==> src/rtl/lfsr_bist_sequencer.sv <==
// BIST sequencer for the 8-bit PRBS generator / checker_lfsr pair.
// Drives soft reset, valid and corruption, measures lock/unlock latency,
// and reports pass/fail with a failure code. All outputs are registered.
module lfsr_bist_sequencer #(
  parameter int unsigned CNT_W          = 8,
  parameter int unsigned LOCK_TIMEOUT   = 32,
  parameter int unsigned UNLOCK_TIMEOUT = 16
) (
  input  logic             clk,
  input  logic             i_rst,
  input  logic             i_start,
  input  logic             i_abort,
  input  logic [CNT_W-1:0] i_valid_len,
  input  logic             i_lock,
  output logic             o_soft_reset,
  output logic             o_valid,
  output logic             o_corrupt,
  output logic             o_busy,
  output logic             o_done,
  output logic             o_pass,
  output logic [2:0]       o_fail_code,
  output logic [CNT_W-1:0] o_lock_lat,
  output logic [CNT_W-1:0] o_unlock_lat
);

  localparam logic [CNT_W-1:0] CNT_ONE    = CNT_W'(1);
  localparam logic [CNT_W-1:0] CNT_MAX    = {CNT_W{1'b1}};
  localparam logic [CNT_W-1:0] LOCK_TO    = CNT_W'(LOCK_TIMEOUT);
  localparam logic [CNT_W-1:0] UNLOCK_TO  = CNT_W'(UNLOCK_TIMEOUT);

  localparam logic [2:0] FAIL_NONE     = 3'd0;
  localparam logic [2:0] FAIL_LOCK_TO  = 3'd1;
  localparam logic [2:0] FAIL_SPURIOUS = 3'd2;
  localparam logic [2:0] FAIL_UNLK_TO  = 3'd3;
  localparam logic [2:0] FAIL_RELK_TO  = 3'd4;
  localparam logic [2:0] FAIL_ABORT    = 3'd5;

  typedef enum logic [2:0] {
    S_IDLE   = 3'd0,
    S_SRST   = 3'd1,
    S_SYNC   = 3'd2,
    S_HOLD   = 3'd3,
    S_INJECT = 3'd4,
    S_RELOCK = 3'd5,
    S_DONE   = 3'd6
  } state_e;

  state_e           state_q, state_d;
  logic [CNT_W-1:0] cnt_q, cnt_d;
  logic [CNT_W-1:0] len_q, len_d;
  logic [2:0]       fail_q, fail_d;
  logic [CNT_W-1:0] lock_lat_q, lock_lat_d;
  logic [CNT_W-1:0] unlock_lat_q, unlock_lat_d;
  logic             pass_q, pass_d;
  logic [2:0]       code_q, code_d;
  logic             soft_reset_q, valid_q, corrupt_q, busy_q, done_q;
  logic             abort_c;

  // Abort applies to every active state except the final DONE cycle
  assign abort_c = i_abort && (state_q != S_IDLE) && (state_q != S_DONE);

  // Next-state, result capture and state-cycle counter
  always_comb begin
    state_d      = state_q;
    len_d        = len_q;
    fail_d       = fail_q;
    lock_lat_d   = lock_lat_q;
    unlock_lat_d = unlock_lat_q;
    pass_d       = pass_q;
    code_d       = code_q;

    case (state_q)
      S_IDLE: begin
        if (i_start) begin
          state_d      = S_SRST;
          len_d        = i_valid_len;
          fail_d       = FAIL_NONE;
          lock_lat_d   = '0;
          unlock_lat_d = '0;
          pass_d       = 1'b0;
          code_d       = FAIL_NONE;
        end
      end
      S_SRST: begin
        state_d = S_SYNC;
      end
      S_SYNC: begin
        if (i_lock) begin
          lock_lat_d = cnt_q;
          state_d    = S_HOLD;
        end else if (cnt_q >= LOCK_TO) begin
          fail_d  = FAIL_LOCK_TO;
          state_d = S_DONE;
        end
      end
      S_HOLD: begin
        if (!i_lock) begin
          fail_d  = FAIL_SPURIOUS;
          state_d = S_DONE;
        end else if (cnt_q >= len_q) begin
          state_d = S_INJECT;
        end
      end
      S_INJECT: begin
        if (!i_lock) begin
          unlock_lat_d = cnt_q;
          state_d      = S_RELOCK;
        end else if (cnt_q >= UNLOCK_TO) begin
          fail_d  = FAIL_UNLK_TO;
          state_d = S_DONE;
        end
      end
      S_RELOCK: begin
        if (i_lock) begin
          fail_d  = FAIL_NONE;
          state_d = S_DONE;
        end else if (cnt_q >= LOCK_TO) begin
          fail_d  = FAIL_RELK_TO;
          state_d = S_DONE;
        end
      end
      S_DONE: begin
        state_d = S_IDLE;
      end
      default: begin
        state_d = S_IDLE;
      end
    endcase

    // Abort overrides any lock/timeout decision made above
    if (abort_c) begin
      fail_d  = FAIL_ABORT;
      state_d = S_DONE;
    end

    // Results are published on entry to DONE
    if (state_d == S_DONE && state_q != S_DONE) begin
      pass_d = (fail_d == FAIL_NONE);
      code_d = fail_d;
    end

    // Counter restarts at 1 on every state change and saturates
    if (state_d != state_q) begin
      cnt_d = CNT_ONE;
    end else if (cnt_q == CNT_MAX) begin
      cnt_d = cnt_q;
    end else begin
      cnt_d = cnt_q + CNT_ONE;
    end
  end

  // State, bookkeeping and Moore outputs decoded from the next state
  always_ff @(posedge clk or posedge i_rst) begin
    if (i_rst) begin
      state_q      <= S_IDLE;
      cnt_q        <= '0;
      len_q        <= '0;
      fail_q       <= FAIL_NONE;
      lock_lat_q   <= '0;
      unlock_lat_q <= '0;
      pass_q       <= 1'b0;
      code_q       <= FAIL_NONE;
      soft_reset_q <= 1'b0;
      valid_q      <= 1'b0;
      corrupt_q    <= 1'b0;
      busy_q       <= 1'b0;
      done_q       <= 1'b0;
    end else begin
      state_q      <= state_d;
      cnt_q        <= cnt_d;
      len_q        <= len_d;
      fail_q       <= fail_d;
      lock_lat_q   <= lock_lat_d;
      unlock_lat_q <= unlock_lat_d;
      pass_q       <= pass_d;
      code_q       <= code_d;
      soft_reset_q <= (state_d == S_SRST);
      valid_q      <= (state_d == S_SYNC) || (state_d == S_HOLD) ||
                      (state_d == S_INJECT) || (state_d == S_RELOCK);
      corrupt_q    <= (state_d == S_INJECT);
      busy_q       <= (state_d != S_IDLE);
      done_q       <= (state_d == S_DONE);
    end
  end

  assign o_soft_reset = soft_reset_q;
  assign o_valid      = valid_q;
  assign o_corrupt    = corrupt_q;
  assign o_busy       = busy_q;
  assign o_done       = done_q;
  assign o_pass       = pass_q;
  assign o_fail_code  = code_q;
  assign o_lock_lat   = lock_lat_q;
  assign o_unlock_lat = unlock_lat_q;

endmodule

==> config.mk <==
export PLATFORM = sky130hd
export DESIGN_NAME = lfsr_bist_sequencer
export DESIGN_NICKNAME = d
export VERILOG_FILES = /design/src/rtl/lfsr_bist_sequencer.sv
export SDC_FILE = /design/constraint.sdc
export NUM_CORES = 1
export LEC_CHECK = 0
export ABC_AREA = 1
export ABC_CLOCK_PERIOD_IN_PS = 4500
export CORE_ASPECT_RATIO = 1.1
export CORE_MARGIN = 5
export CORE_UTILIZATION = 25
export CTS_CLUSTER_DIAMETER = 60
export DETAILED_ROUTE_END_ITERATION = 7
export DONT_BUFFER_PORTS = 1
export SYNTH_ARGS = -nofsm -noshare
export SYNTH_HDL_FRONTEND = slang
export SYNTH_SLANG_ARGS = --single-unit
==> constraint.sdc <==
create_clock -name clk -period 4.5 [get_ports clk]
set_input_delay 0.675 -clock clk [delete_from_list [all_inputs] [get_ports clk]]
set_output_delay 0.675 -clock clk [all_outputs]
set_load 0.03 [all_outputs]
==> metrics.yaml <==
route.detailed.drc: 0
synth_top_area_share_pct: 46.4
die_y_um: 116
switching_share_pct: 48.1
power.share.sequential_pct: 42.7
syn2layout_area_growth_pct: 8.34
cp_data_required_time_ps: 4700
fin_crit_sh_pct: 44.6
cpMaxStageDelayCell: "dfrtp_1"
finalSetupViolCount: 0
rsz0062_at_grt: "no"
grt_pass1_wl_um: 9890
max_freq_mhz: 498
crit_path_max_incr_delay_ps: 510
period_minus_slack_ps: 2010
final_cell_mix: "nand2_1, dfrtp_1, inv_1"
leakage_nw: 1.35
wl_um: 5980
cts_tree: "yes"
yosysWarnings: 0
via_count: 1946
fin_skew_ps: 8.30
layout.nets: 331
clock-root-buffer: "clkbuf_8"
clk_pin_slew_ps: 90
ys_types: 33
pwr-share-comb_pct: 41.6
final_common_cell: "nand2_1"
p_sw_w: 0.000795
cp_common_cell: "nand2_1"
max_slew_margin_pct: 33.9
utilization_pct: 27.8
cts_sinks: 47
power_w: 0.00165
grt_start_max_net_pins: 48
avgViaCountPerCell: 4.54
worstSkewPairLatency_ps: 310
synth-seq-cells: 47
cell_internal_pwr_w: 0.000858
cp_num_buf_inv: 1
synth_area_leader_cell: "dfrtp_1"
syn_area_per_cell_sq_um: 8.28
p_clk_share_pct: 15.7
cts_buffers: 5
hold_violations: 0
holdBufCountCts: 0
dr.pass1.iters: 4
design.core.area_sq_um: 9890
grt_pass1_vias: 1957
final_cell_area_sq_um: 2750
tightest_slew_ps: 990
cp_cell_sequence: "ha_1, a21oi_1, o21a_1, nand2_1, nand2_1, nand2_1, nand2_2, nand2_2, nand2_2, nand2_1, o21ai_1, inv_1"
dpl.hpwl_um: 4520
synth_area_leaders: "dfrtp_1, nand2_1, inv_1, o21ai_0, ha_1"
post_dp_cell_area_sq_um: 2660
initial_core_util_pct: 25.6
max_cap_violations: 0
synth_nets: 329
numPortBuffers: 0
grt_use_total_pct: 10.2
cts_setup_buffers: 0
path_max_fanout: 8
hold_path_class: "in -> async"
die_w_um: 106
antenna_cells: 0
outcome: "completed"
worstSetupStartpointType: "register"
design.die.area_sq_um: 12300
gp_congestion: 0.906
crit_path_end_kind: "register"
synth-seq-area-share_pct: 46.4
path_class: "reg -> reg"
ctsResizeCount: 0
drive_above_1_share_pct: 16.5
std_cell_rows: 38
clk_path_buf_depth: 2
p_per_area_nw_per_um2: 602
fillCellCount: 1083
slew_viol_final: 0
htreeDepth: 2
antenna_left: 0
io_pins: 38
critical_path_arrival_ps: 2210
tns_ps: 0
antenna_found_initial: 0
path_delay_family: "simple AND/OR/NAND/NOR gates"
first_iter_violations: 100
synthCells: 306
ir_drop_v: 0.000145
grt-ovfl-total: 0
synthesis.area_sq_um: 2530
wl_per_cell_um: 13.9
synth_stat cells:
master    instances
o21ai_1           4
nor3_1            6
or2_2             1
ha_1             10
o21ai_0          29
nor2_8            1
inv_6             1
clkbuf_1          1
nand3_2           2
nor3_2            1
nor2_1           13
nor2_2           10
buf_6             1
nand3_1          25
a21oi_4           1
xor2_1            1
o211ai_1          1
o21ai_4           1
a21oi_1           3
nand3_4           1
nand2_2          10
dfrtp_1          47
nand2_1          68
buf_2             3
o21ai_2           3
o31ai_1           7
a21oi_2           1
inv_2             8
nand3b_1          1
nand2_4           1
o21a_1            1
nand4_1           1
inv_1            42
per-layer routing:
layer  share of wire, %  GRT usage, %  routed length, um  up-vias
met5                  0             0                  0        -
met4                1.7          4.23                104        0
met3                7.1          3.73                424        7
met2                 44          16.1               2650       51
met1                 47          12.7               2800      908
li1                   -             -                  -      980
cells by family after synthesis:
| group | Yosys count | synth area share [%] |
|---|---|---|
| flip-flops | 47 | 46.4 |
| AO/OA/AOI/OAI | 51 | 12.4 |
| XOR/XNOR | 1 | 0.346 |
| buffers and inverters | 56 | 8.93 |
| adder cells (fa/ha/maj) | 10 | 4.94 |
| AND/OR/NAND/NOR | 141 | 27.0 |
stage by stage:
step | instances | worst slack [ps] | hold WS [ps]
4_1_cts | 429 | 2480 | 471
3_3_place_gp | 421 | 2470 | 511
6_report | 429 | 2490 | 476
2_1_floorplan | 306 | 2710 | 446
3_5_place_dp | 421 | 2460 | 512
5_1_grt | 429 | 2250 | 479
power by group through the flow:
stage / Combinational, W / Clock (W) / Sequential (W)
floorplan: 0.000572 / 0 / 0.000688
global placement: 0.000679 / 0 / 0.000716
detailed placement: 0.000692 / 0 / 0.000717
CTS: 0.000695 / 0.000272 / 0.000710
global route: 0.000786 / 0.000289 / 0.000719
finish: 0.000688 / 0.000259 / 0.000706
worst paths after layout:
kind	start	end	cells after the start	slack [ps]
worst min-delay path	i_rst	len_q[0]$_DFFE_PP0P_	1	480
max in group asynchronous	i_rst	state_q[0]$_DFF_PP0_	1	3410
min in group clk	i_valid_len[2]	len_q[2]$_DFFE_PP0P_	2	490
worst max-delay path	cnt_q[5]$_DFFE_PP0P_	o_fail_code[2]$_DFFE_PP0P_	12	2490
worst min register to register	len_q[0]$_DFFE_PP0P_	len_q[0]$_DFFE_PP0P_	2	530
worst max register to register	cnt_q[5]$_DFFE_PP0P_	o_fail_code[2]$_DFFE_PP0P_	12	2490
final cells by class:
class / instances / area, sq um / area share (%)
sequential: 47 / 1180 / 42.8
multi-input combinational: 203 / 1130 / 41.2
inverter: 51 / 196 / 7.15
tap: 120 / 150 / 5.47
clock buffer: 5 / 68.8 / 2.51
clock inverter: 3 / 22.5 / 0.820
state kept, by name (all words and copies together) (netlist names):
| name | count |
|---|---|
| state_q | 3 |
| o_lock_lat | 8 |
| o_valid | 1 |
| o_done | 1 |
| o_fail_code | 3 |
| o_corrupt | 1 |
| o_pass | 1 |
| cnt_q | 8 |
| o_busy | 1 |
| o_soft_reset | 1 |
| len_q | 8 |
| o_unlock_lat | 8 |
| fail_q | 3 |
Power figures use the tool's default switching activity.
